===== config.mk =====
export PLATFORM = sky130hd
export DESIGN_NAME = gen_sequencer
export DESIGN_NICKNAME = d
export VERILOG_FILES = /design/src/rtl/gen_sequencer.sv
export SDC_FILE = /design/constraint.sdc
export NUM_CORES = 1
export LEC_CHECK = 0
export ABC_AREA = 1
export BUFFER_PORTS_ARGS = -buffer_cell sky130_fd_sc_hd__buf_2
export CAP_MARGIN = 20
export CORE_ASPECT_RATIO = 1.4
export CORE_MARGIN = 2
export CORE_UTILIZATION = 35
export DETAILED_ROUTE_END_ITERATION = 16
export PLACE_DENSITY = 0.54
export SYNTH_ARGS = -nofsm -noshare
export SYNTH_HDL_FRONTEND = slang
export SYNTH_SLANG_ARGS = --single-unit

===== constraint.sdc =====
create_clock -name clk_in -period 2.2 [get_ports clk_in]
set_input_delay 0.22 -clock clk_in [delete_from_list [all_inputs] [get_ports clk_in]]
set_output_delay 0.22 -clock clk_in [all_outputs]
set_load 0.005 [all_outputs]

===== src/rtl/gen_sequencer.sv =====
// -----------------------------------------------------------------------------
// gen_sequencer
//   Frame/generation sequencer. Initiator side of the start/done handshake
//   shared with the renderer and the life logic. Every frame launches a render
//   pass. A logic pass is also launched when the speed setting says a
//   generation is due, or when a single-step is pending. The double buffer is
//   swapped only after a completed logic pass. A watchdog abandons a frame that
//   waits too long.
//
//   Outputs are registered, so a pulse decided in a state becomes visible in
//   the cycle after it. For example, render_start_out is decided in LAUNCH and
//   is high during the first WAIT cycle.
//
// Ports
//   clk_in            in   1        system clock
//   rst_n_in          in   1        asynchronous active-low reset
//   speed_in          in   SPEED_W  generation rate (0 = paused, max = every frame)
//   step_in           in   1        single-step pulse, honoured while speed_in == 0
//   render_done_in    in   1        pulse: render pass finished
//   logic_done_in     in   1        pulse: logic pass finished
//   render_start_out  out  1        pulse: begin render pass
//   logic_start_out   out  1        pulse: begin logic pass
//   buf_swap_out      out  1        pulse: swap double buffer
//   gen_count_out     out  GEN_W    committed generations (swaps), wraps
//   busy_out          out  1        high while waiting for done pulses
//   timeout_out       out  1        sticky: watchdog fired since reset
// -----------------------------------------------------------------------------
module gen_sequencer #(
   parameter int unsigned SPEED_W     = 4,
   parameter int unsigned GEN_W       = 32,
   parameter logic [23:0] TIMEOUT_CYC = 24'hFFFFFF
) (
   input  logic               clk_in,
   input  logic               rst_n_in,
   input  logic [SPEED_W-1:0] speed_in,
   input  logic               step_in,
   input  logic               render_done_in,
   input  logic               logic_done_in,
   output logic               render_start_out,
   output logic               logic_start_out,
   output logic               buf_swap_out,
   output logic [GEN_W-1:0]   gen_count_out,
   output logic               busy_out,
   output logic               timeout_out
);

   typedef enum logic [1:0] {
      S_IDLE,
      S_LAUNCH,
      S_WAIT,
      S_SWAP
   } state_t;

   localparam logic [11:0] FULL_SCALE = 12'(2 ** SPEED_W);

   state_t      state;
   logic [11:0] frame_cnt;
   logic        step_pend;
   logic        run_logic;
   logic        r_done;
   logic        l_done;
   logic [23:0] wait_cnt;

   logic [11:0] period;
   logic [12:0] frame_inc;
   logic        due;
   logic        r_seen;
   logic        l_seen;
   logic        wait_exit;
   logic        wd_fire;

   // period = 2^SPEED_W - speed. The compare is done one bit wider so that a
   // saturated frame_cnt of 12'hFFF does not wrap to zero and miss a generation.
   assign period    = FULL_SCALE - 12'(speed_in);
   assign frame_inc = {1'b0, frame_cnt} + 13'd1;
   assign due       = step_pend | ((speed_in != '0) & (frame_inc >= {1'b0, period}));

   // Flags OR current-cycle pulses. A done arriving on the deciding edge ends
   // the wait on that edge. It does not have to be latched first.
   assign r_seen    = r_done | render_done_in;
   assign l_seen    = l_done | logic_done_in;
   assign wait_exit = r_seen & (l_seen | ~run_logic);
   assign wd_fire   = (wait_cnt == TIMEOUT_CYC - 24'd1);

   // NOTE: all state updates use non-blocking assignments. Where two
   //       assignments hit the same register in one pass, the later one wins.
   //       The step_pend clear in LAUNCH relies on this to override the set.
   always_ff @(posedge clk_in or negedge rst_n_in) begin
      if (!rst_n_in) begin
         state            <= S_IDLE;
         frame_cnt        <= '0;
         step_pend        <= 1'b0;
         run_logic        <= 1'b0;
         r_done           <= 1'b0;
         l_done           <= 1'b0;
         wait_cnt         <= '0;
         render_start_out <= 1'b0;
         logic_start_out  <= 1'b0;
         buf_swap_out     <= 1'b0;
         gen_count_out    <= '0;
         busy_out         <= 1'b0;
         timeout_out      <= 1'b0;
      end else begin
         render_start_out <= 1'b0;
         logic_start_out  <= 1'b0;
         buf_swap_out     <= 1'b0;

         // At most one step can be pending. Repeat pulses collapse into it.
         if (step_in && (speed_in == '0)) begin
            step_pend <= 1'b1;
         end

         case (state)
            S_IDLE: begin
               state <= S_LAUNCH;
            end

            S_LAUNCH: begin
               render_start_out <= 1'b1;
               logic_start_out  <= due;
               run_logic        <= due;
               if (due) begin
                  frame_cnt <= '0;
                  step_pend <= 1'b0;
               end else if (frame_cnt != 12'hFFF) begin
                  frame_cnt <= frame_cnt + 12'd1;
               end
               r_done   <= 1'b0;
               l_done   <= 1'b0;
               wait_cnt <= '0;
               busy_out <= 1'b1;
               state    <= S_WAIT;
            end

            S_WAIT: begin
               if (wait_exit) begin
                  busy_out <= 1'b0;
                  if (run_logic) begin
                     buf_swap_out  <= 1'b1;
                     gen_count_out <= gen_count_out + 1'b1;
                     state         <= S_SWAP;
                  end else begin
                     state <= S_LAUNCH;
                  end
               end else if (wd_fire) begin
                  // Abandon the frame without committing a generation.
                  timeout_out <= 1'b1;
                  run_logic   <= 1'b0;
                  busy_out    <= 1'b0;
                  state       <= S_LAUNCH;
               end else begin
                  if (render_done_in) r_done <= 1'b1;
                  if (logic_done_in)  l_done <= 1'b1;
                  wait_cnt <= wait_cnt + 24'd1;
               end
            end

            S_SWAP: begin
               state <= S_LAUNCH;
            end

            default: begin
               state <= S_IDLE;
            end
         endcase
      end
   end

endmodule


==> Word level (Yosys, flattened, before mapping) <==
Cells that the tools add are included.
{ "word_totals": {"out_inout_bits": 37, "regBits": 79, "input_bits": 9, "elab_cells": 83} }
{ "classes": {"reduce_logical": 15, "addsub": 5, "n_mux": 30, "n_bitwise": 8, "order_cmp": 1, "eq_ne": 11} }
{ "op_table": {"columns": ["cell", "count"], "rows": [
  ["$mux W24", 2],
  ["$pmux W24 S2", 1],
  ["$add A32 B1 Y32 const B", 1],
  ["$add A24 B1 Y24 const B", 1],
  ["$eq A24 B24 Y1 const B", 1],
  ["$mux W12", 2],
  ["$mux W1", 17],
  ["$add A12 B1 Y13 const B", 1],
  ["$ge A13 B12 Y1", 1],
  ["$add A12 B1 Y12 const B", 1],
  ["$ne A12 B12 Y1 const B", 1],
  ["$reduce_and A3 Y1", 4],
  ["$ne A2 B2 Y1 const B", 5],
  ["$pmux W1 S2", 4],
  ["$reduce_and A4 Y1", 2],
  ["$mux W2", 3],
  ["$pmux W2 S3", 1],
  ["$sub A5 B4 Y6 const A", 1],
  ["$eq A2 B2 Y1 const B", 2],
  ["$logic_not A4 Y1", 1],
  ["$or A1 B1 Y1", 4],
  ["$reduce_and A2 Y1", 2],
  ["$reduce_bool A2 Y1", 2],
  ["$reduce_bool A4 Y1", 1],
  ["7 further kinds", 9]
]} }

==> Longest topological paths before layout <==
Gate-level depths: netlist of run 1.
{ "logic_depth": {"depth_word": 6, "mapped_depth": 16, "ltp_nobuf": 15} }

==> Worst setup path before layout of run 1 <==
No wires, ideal clock.
{ "synth_timing": {"kind": "reg-to-reg", "start": "reg frame_cnt[0]", "end": "reg frame_cnt[3]", "n_path_buf": 1, "synth_period_minus_slack_ps": 2221, "setup_time_ps": 65, "path_stages_with_launch": 16, "path_slack_ps": -21, "arrival_ps": 2156, "required_time_ps": 2135, "cell_sequence": "dfrtp_1 -> ha_1 -> nand3_2 -> xnor2_1 -> ha_1 -> a21o_1 -> nor2_1 -> nand3_1 -> nor2_1 -> nand2_1 -> o21bai_2 -> nand2_2 -> nor2_4 -> buf_6 -> nand2_1 -> nand2_1"} }
{ "synth_via": {"elab_chain_len": 6, "word_cells_on_any_way": 10, "classes_between": "add/sub: 2; order compare: 1; eq/ne: 1; mux: 2; bitwise: 2; reduce/logical: 2"} }
{ "synth_lines": {"columns": ["item", "line", "rtl"], "rows": [
  ["start, declared", "57", "logic [11:0] frame_cnt;"],
  ["start signal, assigned", "126", "frame_cnt <= frame_cnt + 12'd1;"],
  ["$add A12 B1 Y13", "75", "assign frame_inc = {1'b0, frame_cnt} + 13'd1;"],
  ["$ge A13 B12 Y1", "76", "assign due = step_pend | ((speed_in != '0) & (frame_inc >= {1'b0, period}));"],
  ["$and A1 B1 Y1", "76", null],
  ["$or A1 B1 Y1", "76", null],
  ["$reduce_bool A2 Y1 (no line)", null, null],
  ["$reduce_and A2 Y1 (no line)", null, null]
]} }
Several ways; a longest one is shown, not always the timed one. The select of a mux whose other input is x is not followed.
A chain may end at the register's enable or synchronous reset.

==> Final worst setup path of run 1 <==
{ "layout_timing": {"start": "reg frame_cnt[0]", "end": "reg frame_cnt[2]"} }
The elaborated chain is that of the path after synthesis.

==> results.toml, run 1 <==
[timing]
fin_tns_setup_ns = -1.901
finClkSkew_ns = 0.009249
hold_violations = 0
grt_setup_unrepaired = "yes"
post-route-min-period_ns = 2.357
setup_viol = 15
finalCritPeriodShare = 1.071
slew_violations = 0
worst_slew_pin_slew_ns = 0.6438
setup_slack_ns = -0.1572
max_freq_ghz = 0.4242
max_slew_margin = 0.5708

[worst_setup_path]
slowest_stage = "dfrtp_1"
crit_arrival_ns = 2.63
crit_type = "flop to flop"
setup.worst_path.end_class = "flop"
cp_slowest_stage_delay_ns = 0.41
crit_path_start_kind = "flop"
path_max_fanout = 3
worstPathRequired_ns = 2.47
cp_common_cell = "nand2_1"
cp_cell_sequence = "ha_4 -> nand3_4 -> xnor2_2 -> ha_1 -> a21o_1 -> nor2_1 -> nand3_1 -> nor2_1 -> nand2_1 -> o21bai_2 -> nand2_2 -> nor2_4 -> buf_4 -> nand2_1 -> nand2_1"

[routing]
drt-total-wl_mm = 11.31
drtPass1Iterations = 6
wl_met3_um = 188
drt-initial-drc-count = 111
wl_met1_mm = 5.028
drc = 0
routedWlPerCell_um = 12.88
routed_via_density = 4.723
drtAntennaViolNets = 0
top_layer = "met4"
num_vias = 4147
wl_met2_mm = 5.844

[power_and_ir_drop]
switchingPower_mw = 2.007
power_frac_seq = 0.361
power.density_nw_per_um2 = 937.6
total_power_mw = 5.347
p_clk_frac = 0.279
combPwrFrac = 0.360
peakVddDrop_v = 0.0003877
p_leak_nw = 2.772
power_switching_share = 0.3753
internal_power_mw = 3.340

[global_route]
grt_pass1_vias = 4226
antenna_found_initial = 0
grt_pass1_wl_mm = 19.72
grt_max_degree = 49
grt_usage = 0.1714
grt-ovfl-total = 0

[floorplanning]
rows = 50
die_h_um = 141.6
die_area_um2 = 14490
io_pins = 46
die_width_um = 102.3
start_util = 0.3553
core_um2 = 13330

[logic_synthesis]
synth-seq-cells = 79
syn_inst = 617
synth_top_area_share = 0.4175
synth_area_um2 = 4735
syn-num-nets = 639
ys_warn_count = 0
synthTopCellsByArea = "dfrtp_1 (42%), nand2_1 (15%), xor2_1 (6.5%), inv_1 (5.7%), nor2_1 (4.5%)"
yosysSeqAreaShare = 0.4175
synth_cell_type_count = 35
avgSynthCellArea_um2 = 7.673
yosysTopAreaCell = "dfrtp_1"

[cells_and_area]
antenna_cells = 0
final_util = 0.4280
syn2layout_area_growth_pct = 20.45
final_net_count = 713
drive_gt1_frac = 0.1624

[run_status]
failed_checks = "negative setup slack"
status = "finished with violations"

[job]
drv_cap = 0

[clock_tree]
cts_inserted_buffers = 9
clk_latency_ns = 0.33
htreeDepth = 3
cts.clk_slew.worst_paths_ns = 0.06
cts_sinks = 79
cts_tree = "yes"
ctsLongestPathBuffers = 2
clk_root_buffer_cell = "clkbuf_16"

[place]
place_congestion = 0.8383
hpwl_mm = 8.897
numPortBuffers = 45

[hold_path]
min_path_type = "input pin to flop"
-- layout make-up --
type                            instances  area (um2)
Multi-Input combinational cell        454        2456
Timing Repair Buffer                   73       465.4
Clock buffer                           10       239.0
Inverter                               74       277.8
Tap cell                              182       227.7
Sequential cell                        79        1977
Fill cell                            1365        7622
Clock inverter                          6       60.06
-- what timing repair did --
action / in CTS / in global routing
setup buffers: 4 / 0
hold buffers: 1 / 0
cloned: 0 / 0
pin swaps: 1 / 0
resized for setup: 2 / 2
hold endpoints to repair: 47 / 0
endpoints found under the setup margin: 15 / 15
-- cell families (layout without fill, tap and decap cells) --
group / count (synthesis) / after routing / share of synthesized area
flip-flops: 79 / 79 / 0.4175
XOR/XNOR: 47 / 47 / 0.08694
AO/OA/AOI/OAI: 56 / 56 / 0.07215
AND/OR/NAND/NOR: 338 / 338 / 0.3158
adder cells (fa/ha/maj): 13 / 13 / 0.03436
buffers and inverters: 84 / 163 / 0.07320
-- worst paths after layout --
path / cells after the start / from / to / slack (ns)
worst max-delay path: 15 / frame_cnt[0] / frame_cnt[2] / -0.16
worst min-delay path: 3 / render_done_in / r_done / 0.11
worst min register to register: 2 / timeout_out / timeout_out / 0.48
min in group asynchronous: 2 / rst_n_in / frame_cnt[3] / 0.45
max in group asynchronous: 3 / rst_n_in / gen_count_out[14] / 1.16
worst max register to register: 15 / frame_cnt[0] / frame_cnt[2] / -0.16
-- registers in the layout, indices dropped and copies added (netlist names), 2 cells and up --
register	flops
frame_cnt	12
gen_count_out	32
state	2
wait_cnt	24
-- per-stage QoR --
step | hold slack [ns] | worst slack, ns | cell area (um2) | cells
after global placement | 0.2851 | -0.1195 | 5334 | 857
final | 0.1071 | -0.1572 | 5703 | 878
after floorplan | -0.07559 | 0.02307 | 4762 | 617
after detailed placement | 0.2877 | -0.2391 | 5334 | 857
after global routing | 0.1150 | -0.3647 | 5703 | 878
after CTS | 0.09469 | -0.1845 | 5690 | 878
-- critical path: cells and delay by family, from the launching register on --
kind                     cells  cell delay, ns
buffers and inverters        1            0.14
adder cells (fa/ha/maj)      2            0.49
AND/OR/NAND/NOR              9            0.77
flip-flops                   1            0.41
XOR/XNOR                     1            0.15
AO/OA/AOI/OAI                2            0.32
-- synth_stat cells --
master      n
nor3b_1     1
o21ai_0    23
nand3_1    31
inv_1      72
buf_2       1
buf_4       2
nand2_1   186
dfrtp_1    79
nand2_2     2
nand3b_1    5
nor2_1     57
nor2_2      3
nor4_1      4
o31ai_1    12
o211ai_1    1
xnor2_1    12
o21bai_2    1
a21oi_1    11
a22oi_1     1
a21o_1      2
o21bai_1    3
o32ai_1     1
nor3_1     23
nand4_1    16
nor3_4      1
inv_2       2
nand3_2     2
a21oi_2     1
xor2_1     35
buf_6       3
clkbuf_1    4
nand4_2     1
nor3_2      4
nor2_4      2
ha_1       13
-- metal layers --
| metal | vias to the layer above | global-route usage |
|---|---|---|
| met5 | - | 0 |
| met4 | 0 | 0.08000 |
| met3 | 19 | 0.02266 |
| met2 | 46 | 0.2999 |
| met1 | 1951 | 0.2055 |
| li1 | 2131 | - |
-- placed cells by master, fill, tap and decap left out, types with 2 or more instances in the layout --
cell	instances
a21o_1	2
a21oi_1	11
buf_12	2
buf_2	44
buf_4	26
clkbuf_16	9
clkinv_2	3
clkinvlp_4	2
dfrtp_1	79
ha_1	12
inv_1	71
inv_2	3
nand2_1	186
nand2_2	2
nand3_1	30
nand3_2	2
nand3b_1	5
nand4_1	16
nor2_1	57
nor2_2	3
nor2_4	2
nor3_1	23
nor3_2	4
nor4_1	4
o21ai_0	23
o21bai_1	3
o31ai_1	12
xnor2_1	10
xnor2_2	2
xor2_1	35
-- power groups by stage --
stage | combinational (mW) | clock [mW] | sequential (mW)
after global placement | 1.78 | 0 | 1.95
after CTS | 1.95 | 1.55 | 1.93
after global routing | 2.19 | 1.60 | 1.97
after floorplan | 1.28 | 0 | 1.91
after detailed placement | 1.81 | 0 | 1.96
final | 1.92 | 1.49 | 1.93
No activity file was read; power rests on OpenSTA's default activity.
==> run 2, diff against run 1 <==
- BUFFER_PORTS_ARGS: -buffer_cell sky130_fd_sc_hd__buf_2 -> -buffer_cell sky130_fd_sc_hd__buf_4
- CORE_UTILIZATION: 35 -> 40
- PLACE_DENSITY: 0.54 -> 0.6
==> run 2 against run 1 <==
- the flow still finishes with violations (negative setup slack)
- register-to-register slack improved by 0.07 ns
- clock skew rose by 0.0024 ns
- final area rose by 0.81%
- non-clock buffer count fell by 3
- critical path depth rose by 1
- die area shrank 12%
- combinational power is 4% higher
- sequential cell count is the same
- total power down 1.5%
- worst hold slack worse by 0.019 ns
- via count shrank 1.2%
- core utilization up 6.3 points
==> results.toml, run 2 (synthesized netlist as in run 1, its figures left out) <==
[clock_tree]
clk_latency_ns = 0.34
cts.clk_slew.worst_paths_ns = 0.06
cts_inserted_buffers = 9
ctsLongestPathBuffers = 2
cts_sinks = 79
clk_root_buffer_cell = "clkbuf_16"
cts_tree = "yes"
htreeDepth = 3

[place]
place_worst_setup_slack_ns = -0.1558
numPortBuffers = 45
hpwl_mm = 8.522
place_congestion = 0.8931

[floorplanning]
io_pins = 46
rows = 47
die_width_um = 95.95
start_util = 0.4046
core_um2 = 11700
die_h_um = 132.7
die_area_um2 = 12740

[routing]
routed_via_density = 4.889
routedWlPerCell_um = 13.05
num_vias = 4097
drt-total-wl_mm = 10.94
wl_met1_mm = 4.780
drtPass1Iterations = 4
wl_met3_um = 234
drc = 0
wl_met2_mm = 5.594
drtAntennaViolNets = 0
drt-initial-drc-count = 152
top_layer = "met4"

[cells_and_area]
antenna_cells = 0
fillers = 1145
top_regs = "gen_count_out: 32 flops, wait_cnt: 24 flops, frame_cnt: 12 flops"
syn2layout_area_growth_pct = 21.43
mostFrequentLayoutCells = "nand2_1 (185), dfrtp_1 (79), inv_1 (72)"
largest_reg_flops = 32
final_common_cell = "nand2_1"
final_net_count = 710
drive_gt1_frac = 0.1577
largest_register = "gen_count_out"

[power_and_ir_drop]
combPwrFrac = 0.379
power_frac_seq = 0.367
power.density_nw_per_um2 = 916.3
switchingPower_mw = 1.977
power_switching_share = 0.3753
internal_power_mw = 3.291
p_leak_nw = 2.761
peakVddDrop_v = 0.0004672
p_clk_frac = 0.254

[worst_setup_path]
crit_path_start_kind = "flop"
crit_type = "flop to flop"
setup.worst_path.end_class = "flop"
path_max_fanout = 12
worstPathRequired_ns = 2.48
crit_arrival_ns = 2.57

[timing]
post-route-min-period_ns = 2.286
setup_viol = 13
finClkSkew_ns = 0.01162
hold_violations = 0
fin_tns_setup_ns = -0.9485
slew_violations = 0
finalCritPeriodShare = 1.039
setup_slack_ns = -0.08620
grt_setup_unrepaired = "yes"
worst_slew_pin_slew_ns = 0.5621
max_slew_margin = 0.6253
max_freq_ghz = 0.4374

[global_route]
grt-ovfl-total = 0
grt_usage = 0.1877
grt_max_degree = 44
grt_pass1_wl_mm = 18.95
grt_pass1_vias = 4144
antenna_found_initial = 0

[job]
drv_cap = 0

[hold_path]
min_path_type = "input pin to flop"

[run_status]
failed_checks = "negative setup slack"
status = "finished with violations"
run 2: final cells by class:
cell class                      instances  area [um2]  area share
Clock buffer                           11       242.7     0.04222
Clock inverter                          3       21.27    0.003700
Inverter                               74       277.8     0.04831
Multi-Input combinational cell        454        2490      0.4331
Sequential cell                        79        1977      0.3439
Tap cell                              147       183.9     0.03199
Timing Repair Buffer                   70       556.8     0.09684
run 2: power groups by stage:
stage | Sequential, mW | Clock, mW | Combinational [mW]
6_report | 1.93 | 1.34 | 2.00
5_1_grt | 1.97 | 1.44 | 2.26
4_1_cts | 1.93 | 1.38 | 1.97
3_5_place_dp | 1.95 | 0 | 1.88
3_3_place_gp | 1.95 | 0 | 1.85
2_1_floorplan | 1.91 | 0 | 1.28
run 2: what timing repair did:
item                                    CTS  global route
endpoints found under the hold margin    41             0
hold buffers                              1             0
setup buffers                             1             0
endpoints found under the setup margin   15            17
pin swaps                                 1             0
gates resized for setup                   0             8
run 2: per-layer routing:
layer / track usage / up-vias
met1: 0.2353 / 1887
met5: 0 / -
met4: 0.08651 / 0
li1: - / 2128
met3: 0.02221 / 24
met2: 0.3174 / 58
run 2: critical path, cell delays in order, from the launching register on:
cell and delay, ns:
dfrtp_1 0.39, buf_4 0.15, nand3_2 0.11, xnor2_2 0.17, ha_1 0.31, nand3_1 0.09
nor2_1 0.04, nor2_1 0.08, nand3_1 0.08, nor2_1 0.09, nand2_1 0.06, o21bai_2 0.15
nand2_2 0.11, nor2_4 0.13, buf_12 0.13, nand2_1 0.05, nand2_1 0.07
run 2: worst paths after layout:
check                               end  depth (start not counted)           from  slack, ns
hold / removal                   l_done                          3  logic_done_in       0.09
setup / recovery           frame_cnt[4]                         16   frame_cnt[0]      -0.09
min in group asynchronous  frame_cnt[6]                          2       rst_n_in       0.41
max in group asynchronous  wait_cnt[21]                          3       rst_n_in       1.19
hold reg to reg             timeout_out                          2    timeout_out       0.49
setup reg to reg           frame_cnt[4]                         16   frame_cnt[0]      -0.09
run 2: metrics by stage:
| step | power (mW) | cells | instance area, um2 | hold slack (ns) | util |
|---|---|---|---|---|---|
| after global routing | 5.663 | 838 | 5749 | 0.1010 | 0.4913 |
| after floorplan | 3.186 | 617 | 4762 | -0.07559 | - |
| after detailed placement | 3.837 | 822 | 5400 | 0.2549 | 0.4615 |
| after CTS | 5.283 | 838 | 5694 | 0.08229 | 0.4866 |
| final | 5.268 | 838 | 5749 | 0.08852 | 0.4913 |
| after global placement | 3.797 | 822 | 5400 | 0.2485 | 0.4615 |
==> run 3, diff against run 2 <==
- SETUP_SLACK_MARGIN: unset -> 0.15
==> run 3 against run 2 <==
- worst setup slack lost 0.092 ns
- sequential cell count unchanged
- worst hold slack improved by 0.020 ns
- combinational power up 11%
- non-clock buffer count up 6
- the run still ends with negative setup slack left
==> results.toml, run 3 (synthesized netlist as in run 1, its figures left out) <==
[cells_and_area]
final_common_cell = "nand2_1"
largest_reg_flops = 32
largest_register = "gen_count_out"
top_regs = "gen_count_out: 32 flops, wait_cnt: 24 flops, frame_cnt: 12 flops"
final_net_count = 716
mostFrequentLayoutCells = "nand2_1 (178), dfrtp_1 (78), inv_1 (71)"
drive_gt1_frac = 0.1946
syn2layout_area_growth_pct = 26.14
fillers = 1122
antenna_cells = 0

[timing]
grt_setup_unrepaired = "yes"
hold_violations = 0
finClkSkew_ns = 0.007118
finalCritPeriodShare = 1.081
max_slew_margin = 0.6993
setup_viol = 15
slew_violations = 0
max_freq_ghz = 0.4205
post-route-min-period_ns = 2.378
setup_slack_ns = -0.1779
worst_slew_pin_slew_ns = 0.4510

[place]
place_congestion = 0.8942
place_worst_setup_slack_ns = -0.1612
hpwl_mm = 8.522
numPortBuffers = 45

[clock_tree]
htreeDepth = 3
clk_latency_ns = 0.33
cts_sinks = 79
cts_inserted_buffers = 9
ctsLongestPathBuffers = 2
cts_tree = "yes"
clk_root_buffer_cell = "clkbuf_16"
cts.clk_slew.worst_paths_ns = 0.06

[worst_setup_path]
setup.worst_path.end_class = "flop"
crit_buf_inv = 1
crit_arrival_ns = 2.64
cp_slowest_stage_delay_ns = 0.41
cp_cell_sequence = "ha_4 -> nand3_4 -> xnor2_4 -> ha_4 -> a21o_1 -> nor2_2 -> nand3_2 -> nor2_2 -> nand2_1 -> o21bai_2 -> nand2_2 -> nor2_4 -> clkbuf_16 -> nand2_1 -> nand2_1"
worstPathRequired_ns = 2.46
path_max_fanout = 6
cp_common_cell = "nand2_1"
cp.depth = 15
crit_path_start_kind = "flop"
r2r_cells = 15
slowest_stage = "dfrtp_1"
crit_type = "flop to flop"
crit_family = "simple AND/OR/NAND/NOR gates"

[routing]
top_layer = "met4"
wl_met2_mm = 5.922
drc = 0
drt-initial-drc-count = 199
routedWlPerCell_um = 13.19
drt-total-wl_mm = 11.16
drtAntennaViolNets = 0
num_vias = 4204
wl_met1_mm = 4.749
wl_met3_um = 337
drtPass1Iterations = 4
routed_via_density = 4.969

[hold_path]
whs_path_depth = 3
min_path_type = "input pin to flop"

[floorplanning]
die_width_um = 95.95
io_pins = 46
start_util = 0.4046
die_h_um = 132.7
die_area_um2 = 12740
core_um2 = 11700
rows = 47

[run_status]
status = "finished with violations"
failed_checks = "negative setup slack"

[power_and_ir_drop]
peakVddDrop_v = 0.0006146
p_leak_nw = 2.866
total_power_mw = 5.794
power.density_nw_per_um2 = 970.2

[global_route]
antenna_found_initial = 0
grt_pass1_vias = 4059
grt_pass1_wl_mm = 18.72
grt_max_degree = 34
grt_usage = 0.1836
grt-ovfl-total = 0

[job]
drv_cap = 0
## run 3: changes by cell type in the layout (fill, tap and decap cells not counted), moves of 3 or more
cell,previous run,this run
nand2_1,185,178
nand2_2,3,8
buf_6,1,5
nor2_1,57,53
nor2_2,3,6
## run 3: routing by layer
metal	GRT usage	vias to the layer above
li1	-	2138
met1	0.2321	1984
met2	0.3147	72
met3	0.03075	10
met4	0.05873	0
met5	0	-
## run 3: area by class of cell
| class | count | area (um2) | share of cell area |
|---|---|---|---|
| multi-input combinational | 454 | 2570 | 0.4303 |
| sequential | 79 | 1978 | 0.3312 |
| tap | 147 | 183.9 | 0.03080 |
| inverter | 74 | 280.3 | 0.04693 |
| clock inverter | 3 | 65.06 | 0.01089 |
| clock buffer | 13 | 260.3 | 0.04358 |
| timing repair buffer | 76 | 634.4 | 0.1062 |
## run 3: metrics by stage
stage               cells  area, um2  hold slack (ns)  TNS (ns)  utilization
global route          846       5972           0.1176    -4.589       0.5103
global placement      823       5408           0.2010   -0.7066       0.4621
detailed placement    823       5408           0.2111    -1.779       0.4621
finish                846       5972           0.1086    -2.124       0.5103
CTS                   841       5771          0.09492    -1.227       0.4931
floorplan             617       4762         -0.07559         0            -
## run 3: tightest hold or removal path, cell delays in order
cell     delay (ns)
buf_4          0.09
nand2_1        0.05
nand2_1        0.05
## run 3: final timing paths
| path | startpoint | to | slack (ns) |
|---|---|---|---|
| setup / recovery | frame_cnt[1] | frame_cnt[5] | -0.18 |
| hold / removal | logic_done_in | l_done | 0.11 |
| setup reg to reg | frame_cnt[1] | frame_cnt[5] | -0.18 |
| hold reg to reg | gen_count_out[12] | gen_count_out[12] | 0.49 |
| max in group asynchronous | rst_n_in | render_start_out | 1.22 |
| min in group asynchronous | rst_n_in | frame_cnt[3] | 0.38 |
## run 3: what timing repair did
action / 4_1_cts / 5_1_grt
endpoints found under the hold margin: 31 / 0
pin swaps: 1 / 7
resized for setup: 3 / 35
buffers inserted: 1 / 4
gates cloned: 0 / 1
hold buffers: 1 / 0
endpoints found under the setup margin: 16 / 40
## run 3: power breakdown
| group | total (mW) | internal (mW) | switching [mW] |
|---|---|---|---|
| combinational | 2.22 | 0.958 | 1.27 |
| sequential | 1.95 | 1.68 | 0.263 |
| clock | 1.62 | 1.06 | 0.569 |
